**config.mk**
```make
export PLATFORM = sky130hd
export DESIGN_NAME = hbram_axi_arb
export DESIGN_NICKNAME = d
export VERILOG_FILES = /design/src/rtl/hbram_arb_pkg.sv /design/src/rtl/hbram_arb_credit.sv /design/src/rtl/hbram_axi_arb.sv
export SDC_FILE = /design/constraint.sdc
export NUM_CORES = 1
export LEC_CHECK = 0
export ABC_CLOCK_PERIOD_IN_PS = 4500
export BUFFER_PORTS_ARGS = -buffer_cell sky130_fd_sc_hd__buf_4
export CORE_AREA = 2 2 416 418
export CTS_CLUSTER_DIAMETER = 100
export DETAILED_ROUTE_END_ITERATION = 7
export DIE_AREA = 0 0 418 420
export PLACE_DENSITY = 0.3
export SYNTH_ARGS = -nofsm -noshare
export SYNTH_HDL_FRONTEND = slang
export SYNTH_SLANG_ARGS = --single-unit
export TNS_END_PERCENT = 20
```
**constraint.sdc**
```tcl
create_clock -name io_axi_clk -period 4.5 [get_ports io_axi_clk]
set_input_delay 1.35 -clock io_axi_clk [delete_from_list [all_inputs] [get_ports io_axi_clk]]
set_output_delay 1.35 -clock io_axi_clk [all_outputs]
set_load 0.01 [all_outputs]
```
**src/rtl/hbram_arb_pkg.sv**
```systemverilog
// Shared types and constants for the two-port HyperRAM AXI arbiter.
package hbram_arb_pkg;

  localparam int ADDR_W = 32;
  localparam int DATA_W = 128;
  localparam int STRB_W = 16;
  localparam int MID_W  = 8;

  typedef enum logic [1:0] {
    IDLE,
    ARW_HOLD,
    W_BURST
  } arb_state_e;

  // arw payload minus the ID, which is widened with the port index separately
  typedef struct packed {
    logic [ADDR_W-1:0] addr;
    logic [7:0]        len;
    logic [2:0]        size;
    logic [1:0]        burst;
    logic [1:0]        lock;
    logic              write;
  } arw_pld_t;

endpackage

```
**src/rtl/hbram_arb_credit.sv**
```systemverilog
// Per-port outstanding-transaction counter; saturates at 0 and flags stray responses.
module hbram_arb_credit #(
  parameter int MAX_OUTSTANDING = 4
) (
  input  logic clk,
  input  logic rst_n,
  input  logic inc,
  input  logic dec_b,
  input  logic dec_r,
  output logic full,
  output logic err
);

  localparam logic [3:0] MAX_C = 4'(MAX_OUTSTANDING);

  logic [3:0]        cnt_q, cnt_d;
  logic signed [5:0] sum;

  // B and R for the same port may both complete in one cycle
  always_comb begin
    sum   = $signed({2'b00, cnt_q}) + $signed({5'b0, inc})
          - $signed({5'b0, dec_b}) - $signed({5'b0, dec_r});
    err   = (sum < 0);
    cnt_d = err ? 4'd0 : sum[3:0];
  end

  always_ff @(posedge clk or negedge rst_n) begin
    if (!rst_n) cnt_q <= 4'd0;
    else        cnt_q <= cnt_d;
  end

  assign full = (cnt_q >= MAX_C);

endmodule

```
**src/rtl/hbram_axi_arb.sv**
```systemverilog
// Round-robin arbiter sharing one hbram AXI port (combined arw, W, B, R) between two requesters.
module hbram_axi_arb
  import hbram_arb_pkg::*;
#(
  parameter int ID_W            = 7,
  parameter int MAX_OUTSTANDING = 4
) (
  input  logic              io_axi_clk,
  input  logic              rst_n,
  // requester 0
  input  logic [ADDR_W-1:0] s0_arw_addr,
  input  logic [7:0]        s0_arw_len,
  input  logic [2:0]        s0_arw_size,
  input  logic [1:0]        s0_arw_burst,
  input  logic [1:0]        s0_arw_lock,
  input  logic              s0_arw_write,
  input  logic [ID_W-1:0]   s0_arw_id,
  input  logic              s0_arw_valid,
  output logic              s0_arw_ready,
  input  logic [DATA_W-1:0] s0_w_data,
  input  logic [STRB_W-1:0] s0_w_strb,
  input  logic              s0_w_last,
  input  logic              s0_w_valid,
  output logic              s0_w_ready,
  output logic              s0_b_valid,
  output logic [ID_W-1:0]   s0_b_id,
  input  logic              s0_b_ready,
  output logic              s0_r_valid,
  output logic [DATA_W-1:0] s0_r_data,
  output logic [ID_W-1:0]   s0_r_id,
  output logic              s0_r_last,
  output logic [1:0]        s0_r_resp,
  input  logic              s0_r_ready,
  // requester 1
  input  logic [ADDR_W-1:0] s1_arw_addr,
  input  logic [7:0]        s1_arw_len,
  input  logic [2:0]        s1_arw_size,
  input  logic [1:0]        s1_arw_burst,
  input  logic [1:0]        s1_arw_lock,
  input  logic              s1_arw_write,
  input  logic [ID_W-1:0]   s1_arw_id,
  input  logic              s1_arw_valid,
  output logic              s1_arw_ready,
  input  logic [DATA_W-1:0] s1_w_data,
  input  logic [STRB_W-1:0] s1_w_strb,
  input  logic              s1_w_last,
  input  logic              s1_w_valid,
  output logic              s1_w_ready,
  output logic              s1_b_valid,
  output logic [ID_W-1:0]   s1_b_id,
  input  logic              s1_b_ready,
  output logic              s1_r_valid,
  output logic [DATA_W-1:0] s1_r_data,
  output logic [ID_W-1:0]   s1_r_id,
  output logic              s1_r_last,
  output logic [1:0]        s1_r_resp,
  input  logic              s1_r_ready,
  // controller side
  output logic              m_arw_valid,
  input  logic              m_arw_ready,
  output logic [ADDR_W-1:0] m_arw_payload_addr,
  output logic [7:0]        m_arw_payload_len,
  output logic [2:0]        m_arw_payload_size,
  output logic [1:0]        m_arw_payload_burst,
  output logic [1:0]        m_arw_payload_lock,
  output logic              m_arw_payload_write,
  output logic [ID_W:0]     m_arw_payload_id,
  output logic              m_w_valid,
  input  logic              m_w_ready,
  output logic [DATA_W-1:0] m_w_payload_data,
  output logic [STRB_W-1:0] m_w_payload_strb,
  output logic              m_w_payload_last,
  output logic [ID_W:0]     m_w_payload_id,
  input  logic              m_b_valid,
  output logic              m_b_ready,
  input  logic [ID_W:0]     m_b_payload_id,
  input  logic              m_r_valid,
  output logic              m_r_ready,
  input  logic [DATA_W-1:0] m_r_payload_data,
  input  logic [ID_W:0]     m_r_payload_id,
  input  logic [1:0]        m_r_payload_resp,
  input  logic              m_r_payload_last,
  output logic              arb_err
);

  arb_state_e       state_q, state_d;
  arw_pld_t         pld_q;
  logic [ID_W:0]    id_q;
  logic             last_grant_q;
  logic             err_q;
  logic             full0, full1, err0, err1;
  logic             elig0, elig1, gnt1;
  logic             hs0, hs1, in_w, owner;
  logic             b_sel, r_sel;
  logic             b_hs, r_hs_last;

  assign elig0 = s0_arw_valid & ~full0;
  assign elig1 = s1_arw_valid & ~full1;
  // on a tie the port that did not win last time gets the grant
  assign gnt1  = elig1 & (~elig0 | ~last_grant_q);
  assign hs0   = s0_arw_valid & s0_arw_ready;
  assign hs1   = s1_arw_valid & s1_arw_ready;
  assign in_w  = (state_q == W_BURST);
  assign owner = id_q[ID_W];

  always_comb begin
    state_d      = state_q;
    s0_arw_ready = 1'b0;
    s1_arw_ready = 1'b0;
    case (state_q)
      IDLE: begin
        s0_arw_ready = elig0 & ~gnt1;
        s1_arw_ready = gnt1;
        if (elig0 | elig1) state_d = ARW_HOLD;
      end
      ARW_HOLD: begin
        if (m_arw_ready) state_d = pld_q.write ? W_BURST : IDLE;
      end
      W_BURST: begin
        if (m_w_valid && m_w_ready && m_w_payload_last) state_d = IDLE;
      end
      default: state_d = IDLE;
    endcase
  end

  always_ff @(posedge io_axi_clk or negedge rst_n) begin
    if (!rst_n) begin
      state_q      <= IDLE;
      pld_q        <= '0;
      id_q         <= '0;
      last_grant_q <= 1'b1;
      err_q        <= 1'b0;
    end else begin
      state_q <= state_d;
      err_q   <= err_q | err0 | err1;
      if (hs0) begin
        pld_q        <= '{s0_arw_addr, s0_arw_len, s0_arw_size, s0_arw_burst,
                          s0_arw_lock, s0_arw_write};
        id_q         <= {1'b0, s0_arw_id};
        last_grant_q <= 1'b0;
      end else if (hs1) begin
        pld_q        <= '{s1_arw_addr, s1_arw_len, s1_arw_size, s1_arw_burst,
                          s1_arw_lock, s1_arw_write};
        id_q         <= {1'b1, s1_arw_id};
        last_grant_q <= 1'b1;
      end
    end
  end

  assign m_arw_valid         = (state_q == ARW_HOLD);
  assign m_arw_payload_addr  = pld_q.addr;
  assign m_arw_payload_len   = pld_q.len;
  assign m_arw_payload_size  = pld_q.size;
  assign m_arw_payload_burst = pld_q.burst;
  assign m_arw_payload_lock  = pld_q.lock;
  assign m_arw_payload_write = pld_q.write;
  assign m_arw_payload_id    = id_q;
  assign arb_err             = err_q;

  // W is a pure mux locked to the owner of the burst accepted last
  assign m_w_valid        = in_w & (owner ? s1_w_valid : s0_w_valid);
  assign m_w_payload_data = owner ? s1_w_data : s0_w_data;
  assign m_w_payload_strb = owner ? s1_w_strb : s0_w_strb;
  assign m_w_payload_last = owner ? s1_w_last : s0_w_last;
  assign m_w_payload_id   = id_q;
  assign s0_w_ready       = in_w & ~owner & m_w_ready;
  assign s1_w_ready       = in_w &  owner & m_w_ready;

  assign b_sel      = m_b_payload_id[ID_W];
  assign s0_b_valid = m_b_valid & ~b_sel;
  assign s1_b_valid = m_b_valid &  b_sel;
  assign s0_b_id    = m_b_payload_id[ID_W-1:0];
  assign s1_b_id    = m_b_payload_id[ID_W-1:0];
  assign m_b_ready  = b_sel ? s1_b_ready : s0_b_ready;

  assign r_sel      = m_r_payload_id[ID_W];
  assign s0_r_valid = m_r_valid & ~r_sel;
  assign s1_r_valid = m_r_valid &  r_sel;
  assign s0_r_data  = m_r_payload_data;
  assign s1_r_data  = m_r_payload_data;
  assign s0_r_id    = m_r_payload_id[ID_W-1:0];
  assign s1_r_id    = m_r_payload_id[ID_W-1:0];
  assign s0_r_last  = m_r_payload_last;
  assign s1_r_last  = m_r_payload_last;
  assign s0_r_resp  = m_r_payload_resp;
  assign s1_r_resp  = m_r_payload_resp;
  assign m_r_ready  = r_sel ? s1_r_ready : s0_r_ready;

  assign b_hs      = m_b_valid & m_b_ready;
  assign r_hs_last = m_r_valid & m_r_ready & m_r_payload_last;

  hbram_arb_credit #(.MAX_OUTSTANDING(MAX_OUTSTANDING)) u_cred0 (
    .clk   (io_axi_clk),
    .rst_n (rst_n),
    .inc   (hs0),
    .dec_b (b_hs & ~b_sel),
    .dec_r (r_hs_last & ~r_sel),
    .full  (full0),
    .err   (err0)
  );

  hbram_arb_credit #(.MAX_OUTSTANDING(MAX_OUTSTANDING)) u_cred1 (
    .clk   (io_axi_clk),
    .rst_n (rst_n),
    .inc   (hs1),
    .dec_b (b_hs & b_sel),
    .dec_r (r_hs_last & r_sel),
    .full  (full1),
    .err   (err1)
  );

endmodule

```
# --- After elaboration in Yosys (flattened, before gate mapping) ---
# Index checks and enable logic that the tools add are counted.
word_totals:
  ff_bits: 68
  input_bits: 561
  output_inout_bits: 512
  elab_cells: 87
classes:
  add_sub_neg: 6
  n_lt_le_gt_ge: 4
  eq_ne: 5
  mux: 21
  n_bitwise: 34
  n_reduce_logical: 5
ops:
  columns: ["operator", "count"]
  rows:
  - ["128-bit 2-to-1 mux", 1]
  - ["48-bit 2-to-1 mux", 2]
  - ["6-bit by 2-bit subtractor with 6-bit output", 4]
  - ["1-bit AND", 22]
  - ["16-bit 2-to-1 mux", 1]
  - ["8-bit 2-to-1 mux", 2]
  - ["6-bit by 1-bit less-than comparator with 1-bit output (second input constant)", 2]
  - ["4-bit by 1-bit adder with 5-bit output", 2]
  - ["4-bit by 3-bit >= comparator with 1-bit output (second input constant)", 2]
  - ["1-bit 2-to-1 mux", 8]
  - ["2-bit 2-to-1 mux", 4]
  - ["4-bit 2-to-1 mux", 2]
  - ["1-bit NOT", 8]
  - ["2-bit one-hot mux with 3 select lines", 1]
  - ["2-bit by 1-bit != test with 1-bit output (second input constant)", 2]
  - ["1-bit bitwise OR", 4]
  - ["3-bit AND reduction", 1]
  - ["2-bit by 1-bit equality test with 1-bit output (second input constant)", 1]
  - ["2-bit equality test (second input constant)", 1]
  - ["1-bit logical AND", 2]
  - ["2-bit logical NOT", 1]
  - ["2-bit != test (second input constant)", 1]
  - ["2-bit nonzero test", 1]

# --- Depth between registers and ports, before layout ---
depth:
  depth_word: 16
  mapped_depth: 11

# --- Cells and area by module ---
# Synthesis repeated with hierarchy kept, for this count alone.
hier_totals:
  cells_unflattened: 882
  hier_area_um2: 7958.9
modules_own_cells:
  columns: ["module", "instances", "cells_each", "area_each_um2", "seq_area_each_um2"]
  rows:
  - ["hbram_axi_arb", 1, 828, 7383.3, 1502.7]
  - ["hbram_arb_credit", 2, 27, 287.8, 100.1]

# --- Worst setup path after synthesis ---
# No wires, ideal clock.
synth_path:
  path_type: "in2reg"
  start: "input s1_arw_valid"
  end: "register err_q, in the netlist arb_err"
  setup_ps: 67
  arrival_ps: 3630
  slack_ps: 803
  cell_stages: 9
  path_cell_list: "or3b_1 > a311oi_2 > buf_2 > ha_1 > inv_1 > fa_1 > nand2b_1 > a2111oi_0 > or3_1"
synth_via:
  elab_chain_len: 12
  elab_cells_between_ends: 18
  cone_classes: "6 x add/sub; 2 x order compare; 2 x mux; 8 x bitwise"
synth_lines:
  columns: ["element", "line_no", "text"]
  rows:
  - ["from (decl)", "hbram_axi_arb.sv:42", "input logic s1_arw_valid,"]
  - ["1-bit AND", "hbram_axi_arb.sv:98", "assign elig1 = s1_arw_valid & ~full1;"]
  - ["1-bit AND", "hbram_axi_arb.sv:100", "assign gnt1 = elig1 & (~elig0 | ~last_grant_q);"]
  - ["1-bit NOT", "hbram_axi_arb.sv:112", "s0_arw_ready = elig0 & ~gnt1;"]
  - ["1-bit AND", "hbram_axi_arb.sv:112", null]
  - ["1-bit 2-to-1 mux", "hbram_axi_arb.sv:110", "case (state_q)"]
  - ["1-bit AND", "hbram_axi_arb.sv:101", "assign hs0 = s0_arw_valid & s0_arw_ready;"]
  - ["4-bit by 1-bit adder with 5-bit output", "hbram_arb_credit.sv:21", "sum = $signed({2'b00, cnt_q}) + $signed({5'b0, inc})"]
  - ["6-bit by 2-bit subtractor with 6-bit output (2 in series)", "hbram_arb_credit.sv:22", "- $signed({5'b0, dec_b}) - $signed({5'b0, dec_r});"]
  - ["6-bit by 1-bit less-than comparator with 1-bit output", "hbram_arb_credit.sv:23", "err = (sum < 0);"]
  - ["1-bit bitwise OR", "hbram_axi_arb.sv:135", "err_q <= err_q | err0 | err1;"]
  - ["1-bit bitwise OR *", "hbram_axi_arb.sv:135", null]
  - ["to (signal assigned)", "hbram_axi_arb.sv:135", null]
  - ["to (decl)", "hbram_axi_arb.sv:90", "logic err_q;"]
# Mark *: on every way between the ends. The rest lies on a longest branch, timed or not.
# A chain may end at the register's enable or synchronous reset.

# --- Worst setup path after layout ---
layout_path:
  start: "input s1_arw_valid"
  end: "output s1_arw_ready"
layout_via:
  elab_chain_len: 3
layout_lines:
  columns: ["element", "line_no", "text"]
  rows:
  - ["1-bit AND", "hbram_axi_arb.sv:98", null]
  - ["1-bit AND", "hbram_axi_arb.sv:100", null]
  - ["1-bit 2-to-1 mux", "hbram_axi_arb.sv:110", null]
  - ["to (decl)", "hbram_axi_arb.sv:43", "output logic s1_arw_ready,"]
# Every way passes these cells.

==> impl.org <==
** Outcome
- The run finished, with violations left.
- Violations in the final reports :: design-rule violations

** Synthesis
- Fraction of synthesis flops using an asynchronous set or reset pin :: between 90% and 100%
- Yosys mapped the design onto 42 distinct sky130hd cell types.
- Yosys printed 0 warnings.
- Ranked by total cell area, the synthesized netlist is headed by sky130_fd_sc_hd__buf_4 32%, sky130_fd_sc_hd__dfrtp_1 24%, sky130_fd_sc_hd__mux2_2 23%, sky130_fd_sc_hd__a222oi_1 7.6%, sky130_fd_sc_hd__inv_1 3.1%.
- Cell taking the most area after synthesis :: sky130_fd_sc_hd__buf_4
- By instance count, the leading cell after synthesis is sky130_fd_sc_hd__buf_4.
- Synth Cell Area :: 0.00711 sq mm
- Proportion of synthesized chip area in sequential cells :: between 20% and 30%
- After synthesis, the most frequently instantiated cells are 302 x sky130_fd_sc_hd__buf_4, 146 x sky130_fd_sc_hd__mux2_2, 67 x sky130_fd_sc_hd__dfrtp_1.
- The number of nets in the synthesized netlist is 1,310.
- Counting flops with a built-in enable in the synthesized netlist gives 0.
- For this run, the leading register cell type out of synthesis is sky130_fd_sc_hd__dfrtp_1.
- Fraction of post-synthesis cell area in the top cell type by area :: 31.9%
- Synthesized netlist cell count :: 741
- After synthesis the netlist holds a flip-flop and latch count of slightly below 70.
- Post-synthesis average cell area :: 9.59 sq um

** Placed design
- Number of input and output port buffers inserted :: between 600 and 700
- The placed instances occupy a cell area of 0.0124 sq mm.
- GP Congestion :: 0.801
- Summed over all nets, the half-perimeter wirelength after detailed placement is 95.6 mm.
- Worst slack after detailed placement :: around 760 ps

** Power and ir drop
- Dividing total power by cell area gives a power density of 490 mW/mm^2.
- In this run the static leakage power is 5.46 nW.
- Across the VDD grid, the largest voltage drop is around 0.00028 V.
- Final Total Pwr :: 0.00624 W

** STA
- Clock skew on the completed layout was measured at 17.1 ps.
- Setup WS post-layout :: ~800 ps
- Headroom to the max-slew limit came out at a little over two fifths.
- Fmax :: 269 MHz
- At the pin with the least slew margin, the transition time is 870 ps.
- The final hold violation count came to 0.
- Setup total negative slack on the finished layout was measured at 0 ps.
- Finish-stage setup viols :: 0
- Final Max Tran Viols :: 0
- RSZ-0062 raised after global routing :: no
- Subtracting the final worst setup slack from the clock period gives 3710 ps.
- Of the available clock period, the critical path in the final layout requires 82.5%.

** Detailed routing
- After the first detailed-routing iteration, the DRC count stood at roughly 560.
- The final route contains approximately 7,500 vias.
- Residual DRC count :: 10
- The detail route stage leaves a number of antenna-violating nets equal to 0.
- Highest metal layer used by the detailed router :: met5
- After detailed routing, the met2 layer carries 48.3 mm of wire.
- First-pass iteration count of the detailed router :: 8
- Using the TritonRoute via totals, the vias-per-cell ratio works out to 2.26.
- In the detailed route, the total length drawn on met3 is 20.1 mm.
- Routed metal-1 wire length :: 32.8 mm
- Detailed-route wire length :: between 100 and 150 mm
- After detailed routing, the average wire length per cell comes to 31.4 um.

** Setup path
- Launching element type of the critical path :: input port
- Type of the worst setup path :: in2out
- By instance count, the cell type seen most on the critical path is sky130_fd_sc_hd__buf_4.
- The signal on the critical path passes through buf_4 -> or3b_1 -> a311oi_1 -> buf_4.
- STA puts the critical path data required time at 3150 ps.
- Among all stages on the critical path, the largest delay is contributed by sky130_fd_sc_hd__or3b_1.
- Worst-path maximum fanout :: 3
- The largest single stage delay on the critical path is ~430 ps.
- Data arrival time of the critical path :: 2360 ps
- STA classifies the critical path endpoint as a primary output.

** Clock network
- Clock-pin slew was measured on the worst setup and hold paths at 70 ps.
- Maximum level of the CTS H-tree :: 3
- Buffers from clock root to sink, at most :: 2
- Total clock buffers created by CTS :: 9
- Hold repair after CTS inserted 0 buffers.
- The clock reaches the later pin of the worst-skew pair after 410 ps.
- Buffers added to address setup during post-CTS repair amount to 0.
- CTS Root Buffer Type :: sky130_fd_sc_hd__clkbuf_16
- TritonCTS sink count :: 68
- Once the clock tree was built, the resizer swapped 0 gates to a different size.
- TritonCTS built the clock tree.

** Final layout
- Final Instance Area :: 0.0127 sq mm
- Final Net Count :: around 1,600
- Fill cells in the final layout number 20,000.
- Share of post-route cells with drive strength above 1 :: 76.4%
- From synthesis to final layout, the design area changed by 79.4%.

** Floorplan
- Once the floorplan was initialized, standard cells occupied 4.16% of the core.
- The die is 418 um wide.
- The die is 420 um tall.
- The die covers 0.176 sq mm.
- Pin placement for this block handled 1,073 I/O pins.
- Placeable Area :: 0.171 sq mm
- After floorplanning, the core was divided into 152 placement rows.

** Global routing
- For this run the aggregate overflow at the end of global routing stands at 0.
- Global-route wire length before repair :: roughly 120 mm
- The number of global-route vias before repair is 7,041.
- Largest net degree at the start of global routing :: 89
- Global routing used a little under an eighth of the available tracks across all layers.
- The initial antenna violation count was 98.

** Job
- Number of maximum-capacitance violations :: 0

** Min path
- Path category of the worst min-delay check :: reg2reg
[area by class of cell]
class | count | area, sq um | share of cell area, %
Tap cell | 2233 | 2790 | 21.9
Antenna cell | 8 | 20.0 | 0.157
Clock inverter | 7 | 121 | 0.952
Clock buffer | 9 | 225 | 1.77
Sequential cell | 68 | 1710 | 13.4
Inverter | 59 | 221 | 1.74
Multi-Input combinational cell | 279 | 2770 | 21.7
Timing Repair Buffer | 648 | 4890 | 38.4
[flip-flops by register name, indices dropped and copies added (netlist names)]
signal and flops:
m_arw_payload_len 8, m_arw_payload_burst 2, u_cred0.cnt_q 4, m_arw_payload_addr 32, arb_err 1, m_arw_payload_id 8, m_arw_payload_write 1, last_grant_q 1
u_cred1.cnt_q 4, state_q 2, m_arw_payload_lock 2, m_arw_payload_size 3
[layer usage]
layer / global-route usage [%] / vias to the layer above
met5: 0.139 / -
met4: 2.39 / 64
met3: 10.6 / 234
met2: 18.3 / 824
met1: 10.2 / 3437
li1: - / 2923
[cell usage in the layout, fill, tap and decap left out, types with 5 or more instances in the layout]
cell	synthesis	layout
sky130_fd_sc_hd__diode_2	0	8
sky130_fd_sc_hd__clkbuf_16	0	9
sky130_fd_sc_hd__a21oi_1	6	6
sky130_fd_sc_hd__nor2_1	11	11
sky130_fd_sc_hd__buf_4	302	646
sky130_fd_sc_hd__mux2_2	146	146
sky130_fd_sc_hd__inv_1	59	59
sky130_fd_sc_hd__dfrtp_1	67	66
sky130_fd_sc_hd__nand2b_1	5	5
sky130_fd_sc_hd__nand2_1	6	6
sky130_fd_sc_hd__ha_1	6	6
sky130_fd_sc_hd__a222oi_1	54	54
sky130_fd_sc_hd__nor2b_1	5	5
[worst max-delay path, delay by kind of cell]
family | cells | cell delay, ps
simple gates | 1 | 430
buf+inv | 2 | 280
compound gates | 1 | 290
[metrics by stage]
stage	hold slack, ps	cells	utilization (%)
finish	480	3311	7.46
global route	529	3305	7.45
CTS	491	3303	7.44
detailed placement	473	3287	7.24
global placement	466	3287	7.24
floorplan	511	741	-
[worst paths after layout]
check	startpoint	endpoint	slack, ps	cells after the start
max	s1_arw_valid	s1_arw_ready	790	4
min	arb_err$_DFF_PN0_	arb_err$_DFF_PN0_	480	1
max reg2reg	u_cred1.cnt_q[2]$_DFF_PN0_	arb_err$_DFF_PN0_	1800	9
min reg2reg	arb_err$_DFF_PN0_	arb_err$_DFF_PN0_	480	1
max in group asynchronous	rst_n	m_arw_payload_id[3]$_DFFE_PN0P_	2770	2
min in group asynchronous	rst_n	m_arw_payload_len[6]$_DFFE_PN0P_	910	1
[power breakdown]
part | switching, W | total [W] | internal, W | leakage (nW)
clock | 0.000388 | 0.000934 | 0.000546 | 0.170
sequential | 0.000223 | 0.00114 | 0.000915 | 0.835
combinational | 0.00219 | 0.00417 | 0.00198 | 4.46
[logic make-up (layout without fill, tap and decap cells)]
group                      count (synthesis)  count (layout)  share of synthesized area [%]
buffers and inverters                    394             723                           37.4
muxes                                    147             147                           23.3
AOI/OAI and AO/OA                         78              78                           10.0
DFF                                       68              68                           24.0
and+or+nand+nor                           42              42                           3.26
adders and majority gates                  8               8                           1.62
xor gates and xnor gates                   4               4                          0.493
other                                      0               8                              0
No activity file was read; power rests on OpenSTA's default activity.
